`config.mk`:
```
export PLATFORM = sky130hd
export DESIGN_NAME = req_dispatch
export DESIGN_NICKNAME = d
export VERILOG_FILES = /design/src/rtl/req_dispatch.sv
export SDC_FILE = /design/constraint.sdc
export NUM_CORES = 1
export LEC_CHECK = 0
export ABC_CLOCK_PERIOD_IN_PS = 1700
export CAP_MARGIN = 10
export CORE_AREA = 2 2 39 41
export CTS_CLUSTER_DIAMETER = 120
export CTS_CLUSTER_SIZE = 30
export DETAILED_ROUTE_END_ITERATION = 16
export DIE_AREA = 0 0 41 43
export PLACE_DENSITY = 0.68
export SYNTH_ARGS = -nofsm -noshare
export SYNTH_HDL_FRONTEND = slang
export SYNTH_SLANG_ARGS = --single-unit
```
`constraint.sdc`:
```
create_clock -name clk -period 1.7 [get_ports clk]
set_input_delay 0.34 -clock clk [delete_from_list [all_inputs] [get_ports clk]]
set_output_delay 0.34 -clock clk [all_outputs]
set_load 0.05 [all_outputs]
```
`src/rtl/req_dispatch.sv`:
```
// Single-outstanding request dispatcher: pulses one downstream request, waits for its done edge.
// Optional WAIT timeout enabled by defining REQ_DISPATCH_TIMEOUT_EN.
module req_dispatch #(
    parameter int unsigned REQ_NUMBER     = 2,
    parameter int unsigned SEL_WIDTH      = 1,
    parameter int unsigned TIMEOUT_CYCLES = 255
) (
    input  logic                  clk,
    input  logic                  rstn,
    input  logic                  start,
    input  logic [SEL_WIDTH-1:0]  sel,
    output logic [REQ_NUMBER-1:0] reqs,
    input  logic [REQ_NUMBER-1:0] dones,
    output logic                  busy,
    output logic                  fin,
    output logic                  err
);

    if (REQ_NUMBER < 1 || REQ_NUMBER > 16 || (2 ** SEL_WIDTH) < REQ_NUMBER ||
        TIMEOUT_CYCLES < 1 || TIMEOUT_CYCLES > 65535) begin : g_param_check
        $error("req_dispatch: illegal parameter combination");
    end

    typedef enum logic [1:0] {StIdle, StIssue, StWait, StFin} state_e;

    state_e                state_q;
    logic [SEL_WIDTH-1:0]  sel_q;
    logic [REQ_NUMBER-1:0] dones_q;
    logic [REQ_NUMBER-1:0] done_rise;
    logic [REQ_NUMBER-1:0] sel_onehot;
    logic                  pending_q;
    logic                  sel_rise;
    logic                  sel_valid;
`ifdef REQ_DISPATCH_TIMEOUT_EN
    logic [15:0]           cnt_q;
`endif

    assign done_rise = dones & ~dones_q;

    // sel_onehot decodes the live sel (empty when out of range); sel_rise watches the latched one
    always_comb begin
        sel_rise   = 1'b0;
        sel_onehot = '0;
        for (int i = 0; i < int'(REQ_NUMBER); i++) begin
            if (sel_q == SEL_WIDTH'(i)) sel_rise = done_rise[i];
            if (sel == SEL_WIDTH'(i)) sel_onehot[i] = 1'b1;
        end
    end

    assign sel_valid = |sel_onehot;

    always_ff @(posedge clk) begin
        if (!rstn) begin
            state_q   <= StIdle;
            reqs      <= '0;
            fin       <= 1'b0;
            err       <= 1'b0;
            busy      <= 1'b0;
            sel_q     <= '0;
            dones_q   <= '0;
            pending_q <= 1'b0;
`ifdef REQ_DISPATCH_TIMEOUT_EN
            cnt_q     <= '0;
`endif
        end else begin
            dones_q <= dones;
            case (state_q)
                StIdle: begin
                    if (start) begin
                        sel_q <= sel;
                        busy  <= 1'b1;
                        if (sel_valid) begin
                            state_q <= StIssue;
                            reqs    <= sel_onehot;
                        end else begin
                            state_q <= StFin;
                            fin     <= 1'b1;
                            err     <= 1'b1;
                        end
                    end
                end
                StIssue: begin
                    reqs    <= '0;
                    state_q <= StWait;
                    // A done edge coincident with the request must not be lost
                    if (sel_rise) pending_q <= 1'b1;
`ifdef REQ_DISPATCH_TIMEOUT_EN
                    cnt_q   <= '0;
`endif
                end
                StWait: begin
                    if (sel_rise || pending_q) begin
                        state_q <= StFin;
                        fin     <= 1'b1;
                    end
`ifdef REQ_DISPATCH_TIMEOUT_EN
                    else if (cnt_q == 16'(TIMEOUT_CYCLES - 1)) begin
                        state_q <= StFin;
                        fin     <= 1'b1;
                        err     <= 1'b1;
                    end else begin
                        cnt_q <= cnt_q + 16'd1;
                    end
`endif
                end
                StFin: begin
                    state_q   <= StIdle;
                    fin       <= 1'b0;
                    err       <= 1'b0;
                    busy      <= 1'b0;
                    pending_q <= 1'b0;
                end
                default: state_q <= StIdle;
            endcase
        end
    end

endmodule

```
# --- Yosys cells after proc, flatten, opt, wreduce, memory -nomap -nowiden ---
# Cells that the tools add are included.
classes:
  n_eq_ne: 8
  bitwise: 2
  n_mux: 19
  n_reduce_logical: 14
op_table:
  columns: ["op", "n"]
  rows:
  - ["2-bit two-way mux", 5]
  - ["2-bit != test, second input constant", 5]
  - ["1-bit two-way mux", 8]
  - ["2-bit case mux with 4 select lines", 1]
  - ["2-bit AND reduction", 4]
  - ["1-bit case mux with 2 select lines", 3]
  - ["3-bit AND reduction", 2]
  - ["2-bit nonzero test", 3]
  - ["2-bit equality test, second input constant", 2]
  - ["2-bit case mux with 2 select lines", 1]
  - ["4-bit AND reduction", 1]
  - ["1-bit case mux with 3 select lines", 1]
  - ["3-bit nonzero test", 1]
  - ["2-bit bitwise AND", 1]
  - ["2-bit by 1-bit equality test with 1-bit output, second input constant", 1]
  - ["2-bit logical NOT", 1]
  - ["2-bit inverter", 1]
  - ["2-bit OR reduction", 1]
  - ["1-bit logical OR", 1]
totals:
  regBits: 11
  word_cells: 51
  input_bits: 6

# --- Depth between registers and ports, before layout ---
# Gate-level depths: netlist (run 1).
logic_depth:
  word_depth: 6
  depth_mapped: 6
  ltp_nobuf: 5

# --- Worst setup path after synthesis (run 1) ---
# Ideal clock, no wire load.
synth_timing:
  path_kind: "reg-to-reg"
  start: "register state_q[0]"
  end: "register fin"
  setup_ps: 64
  n_path_buf: 0
  stages_incl_launch_ff: 6
  setup_slack_ps: 281
  arrival_ps: 1355
  synth_period_minus_slack_ps: 1419
  path_cell_list: "dfxtp_1 > inv_1 > ha_1 > or2b_1 > or4_1 > nand4_1"
synth_between:
  elab_chain_len: 3
synth_rtl:
  columns: ["element", "line", "rtl"]
  rows:
  - ["start, declared", "26", "state_e state_q;"]
  - ["start signal, assigned", "54", "state_q <= StIdle;"]
  - ["start signal, assigned", "73", "state_q <= StIssue;"]
  - ["start signal, assigned", "76", "state_q <= StFin;"]
  - ["2-bit equality test or 2-bit logical NOT (tied branches)", "67", "case (state_q)"]
  - ["2-bit != test (no source line) or 3-bit nonzero test (tied branches)", null, null]
  - ["4-bit AND reduction (no source line)", null, null]
  - ["end signal, assigned", "56", "fin <= 1'b0;"]
  - ["end signal, assigned", "77", "fin <= 1'b1;"]
  - ["end signal, assigned", "94", "fin <= 1'b1;"]
  - ["end, declared", "15", "output logic fin,"]
# Several ways; a longest one is shown, not always the timed one.
# A chain may end at the register's enable or synchronous reset.

# --- Worst setup path in the final report (run 1) ---
# Same ends and word-level chain as after synthesis.

==> results of run 1 <==
==> synthesized netlist by cell type (all sizes together) <==
cell | instances | share of area, %
nand3 | 4 | 3.5
or2b | 1 | 1.3
inv | 4 | 2.6
a21boi | 3 | 3.9
and2 | 4 | 4.3
nand4 | 3 | 3.3
or3 | 1 | 1.1
nand2 | 6 | 3.9
a21oi | 2 | 1.7
nand2b | 1 | 1.1
o21ai | 1 | 0.87
nand4b | 1 | 1.5
o2111ai | 2 | 3.0
o31ai | 1 | 1.3
nor3b | 1 | 1.3
or4 | 2 | 2.6
nor2 | 1 | 0.65
ha | 5 | 11
and3b | 1 | 1.5
o22ai | 1 | 1.1
and2b | 1 | 1.3
dfxtp | 11 | 38
or2 | 2 | 2.2
clkbuf | 2 | 1.5
o211ai | 1 | 1.3
mux2i | 1 | 1.7
o311ai | 1 | 1.5
buf | 1 | 0.87
==> logic make-up (layout without fill, tap and decap cells) <==
family                     count (synthesis)  in the layout  share of synthesized area (%)
buffers and inverters                      7             22                           4.99
adders and majority gates                  5              5                           10.8
AOI/OAI and AO/OA                         12             12                           14.8
DFF                                       11             11                           38.2
muxes                                      1              1                           1.74
and+or+nand+nor                           29             29                           29.5
==> area by class of cell <==
type                    count  area, sq um
clock buffers               4         26.3
fillers                   133          657
inverters                   4         15.0
multi-input cells          47          328
flip-flops and latches     11          220
well taps                  16         20.0
repair buffers             14          118
==> worst max-delay path, delay by kind of cell (launching register included) <==
kind	cells	cell delay (ns)
adder cells (fa/ha/maj)	1	0.17
flip-flops	1	0.35
buffers and inverters	1	0.11
AND/OR/NAND/NOR	3	0.86
==> state kept, by name, summed over array words and instances, names as in the netlist <==
register   count
pending_q      1
reqs           2
state_q        2
err            1
fin            1
dones_q        2
sel_q          1
busy           1
==> per-layer routing <==
metal	vias up	GRT usage [%]	share of wire, %
met4	0	10.0	2.5
met3	4	4.71	3.1
li1	264	-	-
met5	-	0	0
met1	232	23.9	49
met2	8	22.8	46
==> worst paths after layout <==
kind                                              to
worst max-delay path                fin$_SDFFE_PN0P_
worst min-delay path            reqs[0]$_SDFFE_PN0P_
worst max register to register      fin$_SDFFE_PN0P_
worst min register to register  reqs[0]$_SDFFE_PN0P_
==> report_power, final <==
group          internal, mW  switching [mW]  total (mW)
Sequential            0.319          0.0458       0.364
Clock                0.0908          0.0913       0.182
Combinational         0.187           0.296       0.483
==> Flow_metrics.wiki, run 1 <==
{| class="wikitable"
! Metric !! Value
|-
| Post-Synthesis Cells || 65
|-
| Final cell area excluding filler cells || ~730 sq um
|-
| Final Instance Count excl. Fillers || between 90 and 100
|-
| Floorplan die area || between 1500 and 2000 sq um
|-
| Number of buffers added by the clock tree synthesis step || 3
|-
| Hold wc startpoint || reqs[0]$_SDFFE_PN0P_
|-
| Unrepaired setup endpoints after global routing || no
|-
| Worst Path Arrival || 1.75 ns
|-
| Largest net degree at the start of global routing || 13
|-
| First-pass GRT wire length || between 1500 and 2000 microns
|-
| Hold buffer count at cts || 0
|-
| Total count of max-transition violations in the final report || 0
|-
| Die Height || around 43 microns
|-
| Fraction of layout cells with a size suffix above 1 || between 10% and 20%
|-
| TritonCTS clock tree || done
|-
| Worst Hold Depth || 2
|-
| CTS root buf || sky130_fd_sc_hd__clkbuf_4
|-
| Area added between synthesis and finish || 26.0%
|-
| Slew of the pin with the lowest slew margin || 0.281 ns
|-
| Placed Instance Area || 701 sq um
|-
| Overall global routing resource usage || between 10% and 20%
|-
| Count of antenna diodes in the layout || 0
|-
| Post-route antenna net violation count || 0
|-
| Number of DRC violations after detailed-routing iteration 0 || 11
|-
| Count of placed standard cells including taps || 92
|-
| Static leakage || between 0.3 and 0.4 nW
|-
| Number of iterations in the first detailed-routing pass || 4
|-
| Largest voltage drop on the vdd net || between 0.9 and 1 mV
|-
| Remaining max-slew budget at the tightest pin || 81.0%
|-
| Syn avg cell area || slightly below 9 sq um
|-
| Time the final worst path needs with I/O delays and setup || approximately 1.5 ns
|-
| Source of the worst register-to-register timing path || state_q[0]$_SDFFE_PN0P_
|-
| Commonest cells after routing, fill and taps aside || sky130_fd_sc_hd__dfxtp_1 (11), sky130_fd_sc_hd__buf_4 (9), sky130_fd_sc_hd__nand2_1 (6), sky130_fd_sc_hd__ha_1 (5), sky130_fd_sc_hd__clkdlybuf4s50_1 (5)
|-
| Post-layout utilization of the core || a little over half
|-
| Residual DRC || 0
|-
| Number of cell instances on the worst register-to-register path || 5
|-
| Vias in the first global route || 434
|-
| Number of buffers on the longest clock path || 2
|-
| Routability congestion estimate from global placement || about 0.84
|-
| Peak fanout along the critical path || 5
|-
| Setup tns final || 0 ns
|-
| Clk_lat worst skew || approximately 0.27 ns
|-
| Synthesis-stage register bit count || 11
|-
| CTS resizes || 0
|-
| Delay of the slowest critical-path stage || approximately 0.48 ns
|-
| Highest Clock Rate || 0.652 GHz
|-
| Total routed wirelength || 1150 microns
|-
| Outcome || finished clean
|-
| Post-route worst setup slack || roughly 0.17 ns
|-
| Per-cell via count in the routed design || 5.29
|-
| Post-synthesis net count || 76
|-
| Proportion of synthesized chip area in sequential cells || a little under two fifths
|-
| Number of H-tree branching levels || 1
|-
| Starting utilization of the core area || a little over two fifths
|-
| Commonest non-fill, non-tap cell in the layout || sky130_fd_sc_hd__dfxtp_1
|-
| Worst min-delay path category || register to register
|-
| Core Region || 1380 sq um
|-
| Total overflow reported by the global router || 0
|-
| Post-layout power || 1.03 mW
|-
| Post-detail-place hpwl || 825 microns
|-
| Setup WS pre-CTS || around 0.011 ns
|-
| Sequence of cells on the critical path || inv_1, ha_1, or2b_1, or4_1, nand4_1
|-
| Final-report setup violation count || 0
|-
| Detail-routed net length per standard cell || 12.0 microns
|-
| Standard-cell row count || 14
|-
| Worst hold slack || around 0.46 ns
|-
| Worst R2R Setup Slack || 0.17 ns
|-
| Critical setup path kind || register to register
|-
| Clock-pin slew of the registers on the worst-case setup and hold paths || 0.08 ns
|-
| Master of the slowest instance on the critical path || sky130_fd_sc_hd__or4_1
|-
| Post-synthesis cell area || ~580 sq um
|-
| Count of port buffers added during placement || 10
|-
| Hold violation total from the final report || 0
|-
| Required arrival time at the worst endpoint || roughly 1.9 ns
|-
| Number of sinks driven by the clock tree || 11
|-
| Category of the worst setup path launch point || register
|-
| Post-route clock period utilization || between 90 and 100%
|-
| Number of antenna violations at the first check in global routing || 0
|-
| Die extent in x || between 40 and 50 microns
|-
| Total power density per cell area || roughly 1400 nW/um^2
|-
| Via Count || a little over 500
|-
| Clock skew || 0.00499 ns
|-
| Number of distinct library cells after synthesis || 29
|-
| Max-capacitance violation count || 0
|-
| IO Count || 11
|-
| Nature of the critical path endpoint || register
|-
| Synth warnings || 0
|-
| Number of nets in the layout || 92
|-
| Launch point of the critical path || state_q[0]$_SDFFE_PN0P_
|-
| Buffers inserted during post-CTS setup optimization || 0
|}
Note: power is estimated with default switching activity, not from simulation.
==> inputs of run 2 (changes only) <==
--- a/config.mk
+++ b/config.mk
@@ -7,12 +7,10 @@
 export LEC_CHECK = 0
 export ABC_CLOCK_PERIOD_IN_PS = 1700
 export CAP_MARGIN = 10
-export CORE_AREA = 2 2 39 41
+export CORE_UTILIZATION = 40
 export CTS_CLUSTER_DIAMETER = 120
 export CTS_CLUSTER_SIZE = 30
 export DETAILED_ROUTE_END_ITERATION = 16
-export DIE_AREA = 0 0 41 43
-export PLACE_DENSITY = 0.68
 export SYNTH_ARGS = -nofsm -noshare
 export SYNTH_HDL_FRONTEND = slang
 export SYNTH_SLANG_ARGS = --single-unit
==> run 2 against run 1 <==
  * Sequential power about the same
  * Sequential share of layout area increased by 1.0 points
  * Count of clock-buffer cells in the layout did not move
  * Clock power is essentially flat
  * Register-to-register slack about the same
  * First-iteration DRC count down 73%
  * Total power fell by 0.90%
  * Core utilization grew 0.84 points
  * Critical endpoint unchanged
  * Highest routed layer unchanged
==> Flow_metrics.wiki, run 2 (same netlist as run 1, synthesis figures left out) <==
{| class="wikitable"
! Metric !! Value
|-
| Commonest non-fill, non-tap cell in the layout || sky130_fd_sc_hd__dfxtp_1
|-
| Die extent in x || 40.0 microns
|-
| Core Region || 1320 sq um
|-
| Post-route clock period utilization || slightly above 90%
|-
| Capture instance of the worst register-to-register path || fin$_SDFFE_PN0P_
|-
| Fraction of layout cells with a size suffix above 1 || between 10% and 20%
|-
| Post-layout power || 1.02 mW
|-
| Highest Clock Rate || approximately 0.63 GHz
|-
| Remaining max-slew budget at the tightest pin || approximately 50%
|-
| Switching power || between 0.4 and 0.5 mW
|-
| Worst Path Arrival || ~1.7 ns
|-
| Switch share || a little over two fifths
|-
| Nature of the critical path endpoint || register
|-
| Power share of the combinational group || a little under half
|-
| Number of buffers on the longest clock path || 2
|-
| Number of nets in the layout || just under 90
|-
| Overall global routing resource usage || between 10% and 20%
|-
| Register Area || ~220 sq um
|-
| CTS root buf || sky130_fd_sc_hd__clkbuf_4
|-
| Total overflow reported by the global router || 0
|-
| Commonest cells after routing, fill and taps aside || sky130_fd_sc_hd__dfxtp_1 (11), sky130_fd_sc_hd__nand2_1 (6), sky130_fd_sc_hd__buf_4 (6), sky130_fd_sc_hd__ha_1 (5), sky130_fd_sc_hd__clkdlybuf4s50_1 (5)
|-
| Count of port buffers added during placement || 10
|-
| Number of cell instances on the worst register-to-register path || 5
|-
| CTS resizes || 0
|-
| Area added between synthesis and finish || 21.9%
|-
| Clock group share of total power || between 10% and 20%
|-
| Hold buffer count at cts || 0
|-
| Total routed wirelength || approximately 1100 microns
|-
| Vias in the first global route || just under 400
|-
| Number of H-tree branching levels || 1
|-
| Total power density per cell area || 1450 nW/um^2
|-
| Clk_lat worst skew || roughly 0.26 ns
|-
| Routability congestion estimate from global placement || 0.674
|-
| Total count of max-transition violations in the final report || 0
|-
| IO Count || 11
|-
| Sequence of cells on the critical path || clkdlybuf4s50_1, nor3b_1, or4_1, nand4_1
|-
| Final-report setup violation count || 0
|-
| Worst R2R Setup Slack || around 0.18 ns
|-
| Category of the worst setup path launch point || primary input
|-
| Clock skew || roughly 0.0026 ns
|-
| TritonCTS clock tree || done
|-
| Clock-pin slew of the registers on the worst-case setup and hold paths || about 0.07 ns
|-
| Required arrival time at the worst endpoint || approximately 1.9 ns
|-
| Hold violation total from the final report || 0
|-
| Buffers inserted during post-CTS setup optimization || 0
|-
| Static leakage || between 0.2 and 0.3 nW
|-
| Number of sinks driven by the clock tree || 11
|-
| Largest voltage drop on the vdd net || 0.644 mV
|-
| Via Count || 480
|-
| Number of antenna violations at the first check in global routing || 0
|-
| Multi-input gate area in the final layout || between 300 and 400 sq um
|-
| Post-route antenna net violation count || 0
|-
| Worst min-delay path category || register to register
|-
| Biggest registers after layout || dones_q x2, reqs x2, state_q x2
|-
| Unrepaired setup endpoints after global routing || no
|-
| Detail-routed net length per standard cell || between 10 and 15 microns
|-
| Internal power of the cells || between 0.5 and 0.6 mW
|-
| Residual DRC || 0
|-
| Hold wc startpoint || reqs[0]$_SDFFE_PN0P_
|-
| Critical setup path kind || primary input to register
|-
| Slew of the pin with the lowest slew margin || ~0.75 ns
|-
| Die Height || ~40 microns
|-
| Hold worst-path end || reqs[0]$_SDFFE_PN0P_
|-
| Fraction of power consumed by sequential logic || a little over a third
|-
| Master of the slowest instance on the critical path || sky130_fd_sc_hd__nor3b_1
|-
| Filler Cell Count || around 130
|-
| Source of the worst register-to-register timing path || state_q[0]$_SDFFE_PN0P_
|-
| Number of DRC violations after detailed-routing iteration 0 || 3
|-
| Max-capacitance violation count || 0
|-
| Standard-cell row count || 13
|-
| Number of buffers added by the clock tree synthesis step || 3
|-
| Peak fanout along the critical path || 7
|-
| Per-cell via count in the routed design || about 5.2
|-
| Outcome || finished clean
|-
| Post-layout utilization of the core || a little over half
|-
| Count of antenna diodes in the layout || 0
|-
| Largest net degree at the start of global routing || 13
|-
| Delay of the slowest critical-path stage || a little over 0.6 ns
|-
| Time the final worst path needs with I/O delays and setup || 1.58 ns
|-
| Number of iterations in the first detailed-routing pass || 2
|-
| Worst Hold Depth || 2
|-
| Starting utilization of the core area || between 40 and 50%
|-
| First-pass GRT wire length || roughly 1800 microns
|-
| Floorplan die area || between 1500 and 2000 sq um
|}
-- run 2: how the worst max path moves through the flow --
stage	endpoint	cells after the start	start	slack [ns]
after floorplan	fin$_SDFFE_PN0P_	5	state_q[0]$_SDFFE_PN0P_	0.28
after global placement	fin$_SDFFE_PN0P_	4	dones[0]	-0.1
after detailed placement	fin$_SDFFE_PN0P_	4	dones[0]	-0.12
after CTS	fin$_SDFFE_PN0P_	4	dones[0]	0.16
after global routing	fin$_SDFFE_PN0P_	5	state_q[0]$_SDFFE_PN0P_	0.07
final	fin$_SDFFE_PN0P_	4	dones[0]	0.12
-- run 2: power groups by stage --
stage / Sequential, mW / Combinational, mW / Clock [mW]
after detailed placement: 0.371 / 0.475 / 0
after global placement: 0.370 / 0.474 / 0
final: 0.366 / 0.476 / 0.179
after global routing: 0.374 / 0.523 / 0.196
after CTS: 0.365 / 0.482 / 0.187
after floorplan: 0.449 / 0.274 / 0
-- run 2: per-stage QoR --
stage | instances | setup slack, ns | cell area [sq um] | hold slack (ns) | TNS, ns
after CTS | 92 | 0.158 | 703 | 0.471 | 0
after global routing | 92 | 0.0712 | 703 | 0.496 | 0
final | 92 | 0.125 | 703 | 0.467 | 0
after floorplan | 65 | 0.281 | 577 | 0.453 | 0
after detailed placement | 88 | -0.116 | 677 | 0.461 | -0.377
after global placement | 88 | -0.0974 | 677 | 0.453 | -0.349
-- run 2: metal layers --
| metal | share of wire [%] | wire [microns] | global-route usage (%) |
|---|---|---|---|
| met4 | 0.63 | 7 | 10.3 |
| met3 | 2.8 | 31 | 5.00 |
| met5 | 0 | 0 | 0 |
| met1 | 52 | 572 | 22.4 |
| met2 | 45 | 492 | 25.0 |
-- run 2: critical path: cells and delay by family --
kind / cells / cell delay [ns]
buffers and inverters: 1 / 0.46
AND/OR/NAND/NOR: 3 / 0.92
-- run 2: final cells by class --
type,count,share of cell area (%)
multi-input cells,47,46.6
flip-flops and latches,11,31.3
repair buffers,11,13.5
clock buffers,4,3.74
well taps,15,2.67
inverters,4,2.14
==> inputs of run 3 (changes only) <==
--- a/config.mk
+++ b/config.mk
@@ -5,12 +5,14 @@
 export SDC_FILE = /design/constraint.sdc
 export NUM_CORES = 1
 export LEC_CHECK = 0
-export ABC_CLOCK_PERIOD_IN_PS = 1700
+export ABC_CLOCK_PERIOD_IN_PS = 2000
 export CAP_MARGIN = 10
-export CORE_UTILIZATION = 40
+export CORE_AREA = 2 2 39 41
 export CTS_CLUSTER_DIAMETER = 120
 export CTS_CLUSTER_SIZE = 30
 export DETAILED_ROUTE_END_ITERATION = 16
+export DIE_AREA = 0 0 41 43
+export PLACE_DENSITY = 0.68
 export SYNTH_ARGS = -nofsm -noshare
 export SYNTH_HDL_FRONTEND = slang
 export SYNTH_SLANG_ARGS = --single-unit
==> constraint.sdc (replaced) <==
create_clock -name clk -period 2 [get_ports clk]
set_input_delay 0.4 -clock clk [delete_from_list [all_inputs] [get_ports clk]]
set_output_delay 0.4 -clock clk [all_outputs]
set_load 0.05 [all_outputs]
==> run 3 against run 2 <==
  * Core utilization down 1.0 points
  * Critical path depth fell by 3
  * Setup slack better by 0.044 ns
==> Flow_metrics.wiki, run 3 (same netlist as run 1, synthesis figures left out) <==
{| class="wikitable"
! Metric !! Value
|-
| Peak fanout along the critical path || 3
|-
| Worst min-delay path category || register to register
|-
| Number of nets in the layout || 90
|-
| Area added between synthesis and finish || 25.6%
|-
| Post-route worst setup slack || about 0.17 ns
|-
| Residual DRC || 0
|-
| Sum of routed wire segments on met1 || around 580 microns
|-
| Setup tns final || 0 ns
|-
| Clock skew || 0.000674 ns
|-
| TritonCTS clock tree || done
|-
| Standard-cell row count || 14
|-
| Detailed route wirelength on metal2 || around 470 microns
|-
| Clk_lat worst skew || between 0.2 and 0.3 ns
|-
| Setup WS pre-CTS || between 0.2 and 0.25 ns
|-
| Post-route clock period utilization || between 90% and 100%
|-
| IO Count || 11
|-
| Via Count || just over 500
|-
| Final-report setup violation count || 0
|-
| Crit-path leading delay family || buffers and inverters
|-
| Category of the worst setup path launch point || register
|-
| Number of DRC violations after detailed-routing iteration 0 || 18
|-
| Remaining max-slew budget at the tightest pin || 67.1%
|-
| Number of H-tree branching levels || 1
|-
| Starting utilization of the core area || 41.7%
|-
| CTS resizes || 0
|-
| Hold buffer count at cts || 0
|-
| Die Height || approximately 43 microns
|-
| Fraction of layout cells with a size suffix above 1 || 8.97%
|-
| Clock-pin slew of the registers on the worst-case setup and hold paths || roughly 0.07 ns
|-
| First-pass GRT wire length || about 2000 microns
|-
| Number of buffers added by the clock tree synthesis step || 3
|-
| Per-cell via count in the routed design || roughly 5.5
|-
| Commonest non-fill, non-tap cell in the layout || sky130_fd_sc_hd__dfxtp_1
|-
| Number of iterations in the first detailed-routing pass || 4
|-
| Nature of the critical path endpoint || output pin
|-
| Floorplan die area || between 1500 and 2000 sq um
|-
| Slew of the pin with the lowest slew margin || 0.492 ns
|-
| Count of antenna diodes in the layout || 0
|-
| Buffers inserted during post-CTS setup optimization || 0
|-
| Core Region || 1380 sq um
|-
| Required arrival time at the worst endpoint || approximately 1.6 ns
|-
| Worst Path Arrival || around 1.4 ns
|-
| Sequence of cells on the critical path || clkdlybuf4s50_1
|-
| Post-route antenna net violation count || 0
|-
| Commonest cells after routing, fill and taps aside || sky130_fd_sc_hd__dfxtp_1 (11), sky130_fd_sc_hd__clkdlybuf4s50_1 (10), sky130_fd_sc_hd__nand2_1 (6), sky130_fd_sc_hd__ha_1 (5)
|-
| Time the final worst path needs with I/O delays and setup || about 1.8 ns
|-
| Critical setup path kind || register to output pin
|-
| Top layer in use || met4
|-
| Overall global routing resource usage || about 18%
|-
| Detail-routed net length per standard cell || ~12 microns
|-
| Highest Clock Rate || roughly 0.55 GHz
|-
| Number of sinks driven by the clock tree || 11
|-
| Largest net degree at the start of global routing || 13
|-
| Length of routed met3 wiring || 62 microns
|-
| Master of the slowest instance on the critical path || sky130_fd_sc_hd__clkdlybuf4s50_1
|-
| Total routed wirelength || around 1200 microns
|-
| Vias in the first global route || 445
|-
| Post-detail-place hpwl || 800 microns
|-
| Delay of the slowest critical-path stage || 0.81 ns
|-
| Unrepaired setup endpoints after global routing || no
|-
| Count of port buffers added during placement || 10
|-
| Number of buffers on the longest clock path || 2
|-
| Max-capacitance violation count || 0
|-
| Die extent in x || between 40 and 50 microns
|-
| Outcome || finished clean
|-
| Total count of max-transition violations in the final report || 0
|-
| Hold violation total from the final report || 0
|-
| Biggest registers after layout || dones_q x2, reqs x2, state_q x2
|-
| Largest voltage drop on the vdd net || ~0.65 mV
|-
| Total overflow reported by the global router || 0
|-
| Routability congestion estimate from global placement || 0.834
|-
| Static leakage || approximately 0.28 nW
|-
| CTS root buf || sky130_fd_sc_hd__clkbuf_4
|-
| Number of antenna violations at the first check in global routing || 0
|-
| Total power density per cell area || roughly 1200 nW/um^2
|-
| Count of buffer and inverter cells on the critical path || 1
|}
==> run 3: changes by cell type in the layout (fill, tap and decap cells not counted) <==
cell                              delta
sky130_fd_sc_hd__buf_4               -4
sky130_fd_sc_hd__clkdlybuf4s50_1     +5
==> run 3: metal layers <==
metal / global-route usage (%) / vias up
met1: 25.2 / 230
met4: 12.0 / 0
met3: 4.71 / 7
met5: 0 / -
met2: 22.2 / 20
li1: - / 259
==> run 3: final timing paths <==
kind | cells after the start | to | slack, ns | startpoint
max | 1 | busy | 0.17 | busy$_SDFFE_PN0P_
min | 1 | err$_SDFFE_PN0P_ | 0.46 | err$_SDFFE_PN0P_
max reg2reg | 5 | fin$_SDFFE_PN0P_ | 0.47 | state_q[0]$_SDFFE_PN0P_
min reg2reg | 1 | err$_SDFFE_PN0P_ | 0.46 | err$_SDFFE_PN0P_
==> run 3: per-stage QoR <==
stage                     hold WS, ns  total power [mW]  std cells  utilization, %  cell area, sq um
after floorplan                 0.453             0.614         65               -               577
after global placement          0.443             0.717         90            50.5               698
after detailed placement        0.449             0.722         90            50.5               698
after CTS                       0.467             0.882         94            52.4               724
after global routing            0.495             0.955         94            52.4               724
final                           0.459             0.885         94            52.4               724
==> run 3: where the power goes <==
group | switching, mW | internal [mW]
clock network | 0.0806 | 0.0774
logic | 0.253 | 0.165
registers | 0.0385 | 0.271
==> run 3: layout make-up <==
type	count	area [sq um]
fillers	132	659
well taps	16	20.0
flip-flops and latches	11	220
inverters	4	15.0
clock buffers	4	26.3
repair buffers	12	115
multi-input cells	47	328
